===== src/rtl/poly_add_ctrl.sv =====
`default_nettype none
// ============================================================================
//  Module      : poly_add_ctrl
//  Description : Adds polynomial vectors one coefficient per cycle. It reads
//                the coefficient memories A and B through a shared read port,
//                registers a + b, and writes the result memory. A start/busy/
//                done handshake controls each operation.
//                Optional macro POLY_ADD_CTRL_MOD_REDUCE_EN reduces each sum
//                modulo Q. Both inputs must then lie in [0,Q).
//  Revision    : 1.0 - initial release
// ============================================================================
module poly_add_ctrl #(
  parameter int K      = 4,
  parameter int N      = 256,
  parameter int Q      = 8380417,
  parameter int ADDR_W = 10
) (
  input  logic              clk,
  input  logic              rst,
  input  logic              start,
  input  logic [3:0]        num_polys,
  output logic              busy,
  output logic              done,
  output logic              rd_en,
  output logic [ADDR_W-1:0] rd_addr,
  input  logic [31:0]       rd_data_a,
  input  logic [31:0]       rd_data_b,
  output logic              wr_en,
  output logic [ADDR_W-1:0] wr_addr,
  output logic [31:0]       wr_data
);

  // Stop elaboration when the parameters cannot address the whole vector.
  if ((K < 1) || (K > 8) || (N < 1) || (Q < 2) || ((2 ** ADDR_W) < (K * N))) begin : g_param_err
    $error("poly_add_ctrl: illegal parameter combination");
  end

  localparam logic [3:0]        K_W   = 4'(K);
  localparam logic [ADDR_W+3:0] N_W   = (ADDR_W + 4)'(N);
  localparam logic [ADDR_W+3:0] ONE_W = (ADDR_W + 4)'(1);

  typedef enum logic [1:0] {
    ST_IDLE  = 2'd0,
    ST_ISSUE = 2'd1,
    ST_DRAIN = 2'd2,
    ST_DONE  = 2'd3
  } state_t;

  state_t            state;
  logic [ADDR_W-1:0] last_addr;       // TOTAL-1 for the running operation
  logic              p1_valid;        // read data from the memories is valid this cycle
  logic [ADDR_W-1:0] p1_addr;         // address that matches rd_data_a/b
  logic [3:0]        m_clamped;
  logic [ADDR_W+3:0] total_next;
  logic [ADDR_W-1:0] last_addr_next;
  logic [31:0]       sum_next;

  // A polynomial count of 0, or one above K, selects all K polynomials.
  always_comb begin
    m_clamped = num_polys;
    if ((num_polys == 4'd0) || (num_polys > K_W)) begin
      m_clamped = K_W;
    end
    total_next     = {{ADDR_W{1'b0}}, m_clamped} * N_W;
    last_addr_next = ADDR_W'(total_next - ONE_W);
  end

`ifdef POLY_ADD_CTRL_MOD_REDUCE_EN
  localparam logic [32:0] Q_W = 33'(Q);
  logic [32:0] sum_wide;

  // With both inputs in [0,Q), one conditional subtraction brings the sum back into [0,Q).
  always_comb begin
    sum_wide = {1'b0, rd_data_a} + {1'b0, rd_data_b};
    sum_next = sum_wide[31:0];
    if (sum_wide >= Q_W) begin
      sum_next = 32'(sum_wide - Q_W);
    end
  end
`else
  // Plain two's-complement add that wraps. The carry out is discarded.
  always_comb begin
    sum_next = rd_data_a + rd_data_b;
  end
`endif

  // Control FSM: accept start, issue consecutive reads, wait for the pipeline to drain, pulse done.
  always_ff @(posedge clk or posedge rst) begin
    if (rst) begin
      state     <= ST_IDLE;
      busy      <= 1'b0;
      done      <= 1'b0;
      rd_en     <= 1'b0;
      rd_addr   <= '0;
      last_addr <= '0;
    end else begin
      done <= 1'b0;
      case (state)
        ST_IDLE: begin
          if (start) begin
            state     <= ST_ISSUE;
            busy      <= 1'b1;
            rd_en     <= 1'b1;
            rd_addr   <= '0;
            last_addr <= last_addr_next;
          end
        end
        ST_ISSUE: begin
          if (rd_addr == last_addr) begin
            rd_en <= 1'b0;
            state <= ST_DRAIN;
          end else begin
            rd_addr <= rd_addr + ADDR_W'(1);
          end
        end
        ST_DRAIN: begin
          // The last read data is consumed when p1_valid drops, and its write is on the port now.
          if (!p1_valid) begin
            state <= ST_DONE;
            busy  <= 1'b0;
            done  <= 1'b1;
          end
        end
        ST_DONE: begin
          state <= ST_IDLE;
        end
        default: begin
          state <= ST_IDLE;
        end
      endcase
    end
  end

  // Datapath: align the address with the memory latency, register the sum, and hold the write port while idle.
  always_ff @(posedge clk or posedge rst) begin
    if (rst) begin
      p1_valid <= 1'b0;
      p1_addr  <= '0;
      wr_en    <= 1'b0;
      wr_addr  <= '0;
      wr_data  <= '0;
    end else begin
      p1_valid <= rd_en;
      p1_addr  <= rd_addr;
      wr_en    <= p1_valid;
      if (p1_valid) begin
        wr_addr <= p1_addr;
        wr_data <= sum_next;
      end
    end
  end

endmodule
`default_nettype wire

===== config.mk =====
export PLATFORM = sky130hd
export DESIGN_NAME = poly_add_ctrl
export DESIGN_NICKNAME = d
export VERILOG_FILES = /design/src/rtl/poly_add_ctrl.sv
export SDC_FILE = /design/constraint.sdc
export NUM_CORES = 1
export LEC_CHECK = 0
export CORE_MARGIN = 4
export CORE_UTILIZATION = 40
export CTS_CLUSTER_DIAMETER = 150
export DETAILED_ROUTE_END_ITERATION = 7
export PLACE_DENSITY = 0.69
export SLEW_MARGIN = 40
export SYNTH_ARGS = -nofsm -noshare
export SYNTH_HDL_FRONTEND = slang
export SYNTH_SLANG_ARGS = --single-unit

===== constraint.sdc =====
create_clock -name clk -period 3 [get_ports clk]
set_input_delay 0.45 -clock clk [delete_from_list [all_inputs] [get_ports clk]]
set_output_delay 0.45 -clock clk [all_outputs]
set_load 0.05 [all_outputs]

After elaboration in Yosys (flattened, before gate mapping)
Index checks and enable logic that the tools add are counted.
W data, S select, Z words.
{ "classes": {"addsub": 3, "order_cmp": 1, "eq_ne": 8, "n_mux": 15, "reduce_logical": 10} }
{ "op_table": {"columns": ["cell", "n"], "rows": [
  ["$add A32 B32 Y32", 1],
  ["$mux W10", 2],
  ["$pmux W10 S2", 1],
  ["$reduce_and A3 Y1", 4],
  ["$add A10 B1 Y10 const B", 1],
  ["$eq A10 B10 Y1", 1],
  ["$sub A10 B1 Y10 const B", 1],
  ["$mux W2", 4],
  ["$ne A2 B2 Y1 const B", 4],
  ["$pmux W2 S4", 1],
  ["$mux W1", 5],
  ["$eq A2 B2 Y1 const B", 2],
  ["$gt A4 B3 Y1 const B", 1],
  ["$logic_not A4 Y1", 1],
  ["$pmux W1 S2", 2],
  ["$reduce_bool A2 Y1", 2],
  ["$eq A2 B1 Y1 const B", 1],
  ["$logic_not A2 Y1", 1],
  ["$reduce_and A2 Y1", 1],
  ["$logic_or A1 B1 Y1", 1]
]} }
{ "word_totals": {"regBits": 79, "inputBits": 71, "out_inout_bits": 56, "wordCells": 48} }

Longest topological paths before layout
{ "depth": {"depth_word": 4, "ltp_mapped": 9, "mapped_depth_nobuf": 9} }

Least setup slack after synthesis
OpenSTA, ideal clock, no wires.
{ "synth_path": {"path_kind": "input -> register", "startpoint": "input port rd_data_a[0]", "endpoint": "register wr_data[24]", "setup_ns": 0.125, "arrival_time_ns": 2.382, "slack_ns": 0.493, "stages": 9, "path_buffers": 0, "cell_sequence": "ha_1 -> fa_1 -> a21oi_1 -> o211ai_2 -> a41oi_1 -> o21ai_1 -> a21oi_1 -> xnor2_1 -> mux2_2"} }
{ "synth_via": {"elab_chain_len": 1} }
{ "synth_rtl": {"columns": ["item", "line_no", "text"], "rows": [
  ["from (decl)", "26", "input logic [31:0] rd_data_a,"],
  ["$add A32 B32 Y32", "83", "sum_next = rd_data_a + rd_data_b;"],
  ["to (signal assigned)", "148", "wr_data <= sum_next;"],
  ["to (decl)", "30", "output logic [31:0] wr_data"]
]} }
No other way between the ends.
A chain may end at the register's enable or synchronous reset.

Final worst setup path
{ "layout_path": {"startpoint": "input port rd_data_b[0]", "endpoint": "register wr_data[28]"} }
{ "layout_via": {"elab_chain_len": 1} }
{ "layout_rtl": {"columns": ["item", "line_no", "text"], "rows": [
  ["from (decl)", "27", "input logic [31:0] rd_data_b,"],
  ["$add A32 B32 Y32", "83", null]
]} }
No other way between the ends.

==> results.json <==
{
  "leakage_uw": 0.00280,
  "layout_commonest_cell": "clkdlybuf4s50_1",
  "wl_um": 12300,
  "critPathLaunchType": "primary input",
  "fin_skew_ns": 0.00305,
  "cp_max_fo": 3,
  "worstReg2RegStart": "rd_addr[2]$_DFFE_PP0P_",
  "arrival_ns": 3.12,
  "hp-start": "rd_en$_DFFE_PP0P_",
  "synth_top_cells_by_area": "dfrtp_1, ha_1, mux2_2",
  "highest_layer": "met4",
  "die_h_um": 115,
  "clockPowerShare_pct": 26.8,
  "worstHoldPathCells": 0,
  "syn_nets": 563,
  "synthesis.instances": 456,
  "met3_length_um": 716,
  "slowest_delay_ns": 0.51,
  "wl_met1_um": 5570,
  "io_pins": 127,
  "num_antenna_cells": 0,
  "timing.slew.headroom_pct": 56.6,
  "via_per_inst": 5.48,
  "place_congestion": 0.891,
  "grt_max_degree": 52,
  "min_period_ns": 2.86,
  "initial_core_util_pct": 41.4,
  "dp_slack_ns": -0.226,
  "p_int_uw": 2490,
  "synthFlopType": "dfrtp_1",
  "crit_chain": "clkdlybuf4s50_1, ha_1, fa_1, a21oi_2, o211ai_2, a41oi_1, o21ai_1, a21oi_1, buf_4, or4b_1, nand3_1",
  "p_sw_uw": 1620,
  "vdd_drop_max_mv": 0.497,
  "wl_per_cell_um": 16.6,
  "met2_length_um": 5890,
  "cts.sinks": 72,
  "hold_viol_final": 0,
  "fin_crit_sh_pct": 95.3,
  "die_area_um2": 13100,
  "die_w_um": 115,
  "areaGrowthSynthToFinish_pct": 40.9,
  "std_cell_rows": 38,
  "cts_tree": "done",
  "slowest_stage": "or4b_1",
  "clk_pin_slew_ns": 0.06,
  "cts_buffer_depth": 2,
  "postPlaceCellArea_um2": 6100,
  "powerDensity_nw_per_um2": 641,
  "drt_iter0_markers": 219,
  "fmax_mhz": 350,
  "drv_cap": 0,
  "worstHoldPathType": "reg2reg",
  "firstDrtPassIters": 4,
  "hpwl_um": 9540,
  "end_kind": "register",
  "syn_avg_cell_area_um2": 9.97,
  "yosysWarnings": 0,
  "final_nets": 706,
  "cts-root-buf": "clkbuf_16",
  "layout_common_cells": "clkdlybuf4s50_1, dfrtp_1, a21oi_1",
  "fill_cells": 948,
  "numCtsBuffers": 9,
  "yosysTopAreaCellShare_pct": 39.6,
  "worst_ep_required_time_ns": 3.27,
  "setup_violations": 0,
  "grt_pass1_vias": 4151,
  "design_area_um2": 6410,
  "synth_edf_count": 0,
  "r2r_cells": 7,
  "switching_share_pct": 39.4,
  "path_class": "in2reg",
  "grt_setup_unrepaired": "false",
  "p_comb_share_pct": 41.9,
  "vias": 4079,
  "grt_pass1_wl_um": 20300,
  "multi_input_area_um2": 2650,
  "post_synth_num_cell_types": 56,
  "cts_setup_buffers": 0,
  "ant_nets": 0,
  "synth-seq-cells": 72,
  "remaining_drc_errors": 0,
  "tightest_slew_ns": 0.649,
  "ys_seq_area_share_pct": 39.6,
  "synthArstFlopShare_pct": 100,
  "final-max-slew-violation-count": 0,
  "post_route_cells_drive_above_1_share_pct": 13.7,
  "port_buffers": 126,
  "overflow": 0,
  "grt.total_usage_pct": 19.2,
  "clkLatencyLatePin_ns": 0.33,
  "yosysTopAreaCell": "dfrtp_1",
  "p_seq_share_pct": 31.3,
  "regArea_um2": 1800,
  "worstSetupStartpoint": "rd_data_b[0]",
  "cts_max_level": 3,
  "outcome": "completed",
  "layout_setup_ws_ns": 0.143,
  "antenna_found_initial": 0,
  "coreArea_um2": 11000,
  "syn_area_um2": 4550
}
-- power groups by stage --
stage	combinational [µW]	sequential (µW)	clock, µW
after floorplan	626	1770	0
after global placement	1690	1300	0
after detailed placement	1720	1300	0
after CTS	1730	1290	1120
after global routing	1850	1310	1170
final	1720	1290	1100
-- registers in the layout, summed over array words and instances (netlist names) --
register,flops
rd_en,1
done,1
rd_addr,10
state,2
wr_en,1
last_addr,3
wr_data,32
p1_valid,1
p1_addr,10
busy,1
wr_addr,10
-- area by class of cell --
type / instances / share of cell area, %
clock buffers: 9 / 3.51
well taps: 140 / 2.73
clock inverters: 7 / 1.25
repair buffers: 148 / 22.4
flip-flops and latches: 72 / 28.1
inverters: 11 / 0.644
multi-input cells: 357 / 41.3
-- cells in the mapped netlist (2+ instances only) --
| library cell | n |
|---|---|
| mux2i_1 | 3 |
| nand3_1 | 14 |
| buf_1 | 2 |
| nor2_1 | 29 |
| a41oi_1 | 2 |
| xnor2_1 | 19 |
| ha_1 | 35 |
| mux2_2 | 34 |
| o21ai_0 | 22 |
| a21boi_0 | 2 |
| nand2_1 | 29 |
| dfrtp_1 | 72 |
| o2111ai_1 | 2 |
| nor3_1 | 5 |
| and3_1 | 6 |
| a31oi_1 | 2 |
| o211ai_1 | 8 |
| o21a_1 | 5 |
| inv_1 | 11 |
| and2_1 | 3 |
| xor2_1 | 21 |
| a21oi_1 | 40 |
| o21bai_1 | 7 |
| nand2b_1 | 4 |
| a21o_1 | 12 |
| o21ai_1 | 2 |
| or4_1 | 2 |
| and4_1 | 3 |
| nand4_1 | 10 |
| clkbuf_1 | 12 |
| o311ai_0 | 2 |
| o211ai_2 | 2 |
| a211oi_1 | 5 |
| nor2b_1 | 7 |
-- critical path, delay by kind of cell --
kind	cells	cell delay [ns]
adders and majority gates	2	0.41
AOI/OAI and AO/OA	5	1.01
buffers and inverters	2	0.63
and+or+nand+nor	2	0.61
-- what timing repair did --
item,CTS,global route
hold buffers,0,0
endpoints found under the setup margin,0,2
hold endpoints to repair,0,0
gates resized for setup,0,1
-- per-layer routing --
layer	up-vias	global-route usage, %
met1	1973	25.2
met2	137	32.1
met3	12	4.07
met4	0	4.83
met5	-	0
li1	1957	-
-- through the flow --
step	util [%]	hold WS, ns	std cells	power (µW)	setup TNS, ns
2_1_floorplan	-	0.402	456	2400	0
5_1_grt	58.4	0.432	744	4330	0
3_5_place_dp	55.5	0.399	728	3020	-1.03
6_report	58.4	0.412	744	4110	0
4_1_cts	58.3	0.416	744	4140	0
3_3_place_gp	55.5	0.402	728	2980	-0.503
-- logic make-up after synthesis --
family / count (synthesis) / share of synthesized area, %
compound gates: 126 / 18.3
fa+ha+maj: 36 / 10.1
xor+xnor: 40 / 7.70
flops: 72 / 39.6
buf+inv: 27 / 2.28
mux: 37 / 9.08
simple gates: 118 / 13.0
-- worst paths after layout --
path / end / slack, ns
setup / recovery: wr_data[28]$_DFFE_PP0P_ / 0.14
setup reg to reg: rd_addr[8]$_DFFE_PP0P_ / 0.68
hold / removal: p1_valid$_DFF_PP0_ / 0.41
max in group asynchronous: p1_valid$_DFF_PP0_ / 1.84
min in group asynchronous: wr_data[0]$_DFFE_PP0P_ / 0.49
hold reg to reg: p1_valid$_DFF_PP0_ / 0.41
Power figures use the tool's default switching activity.
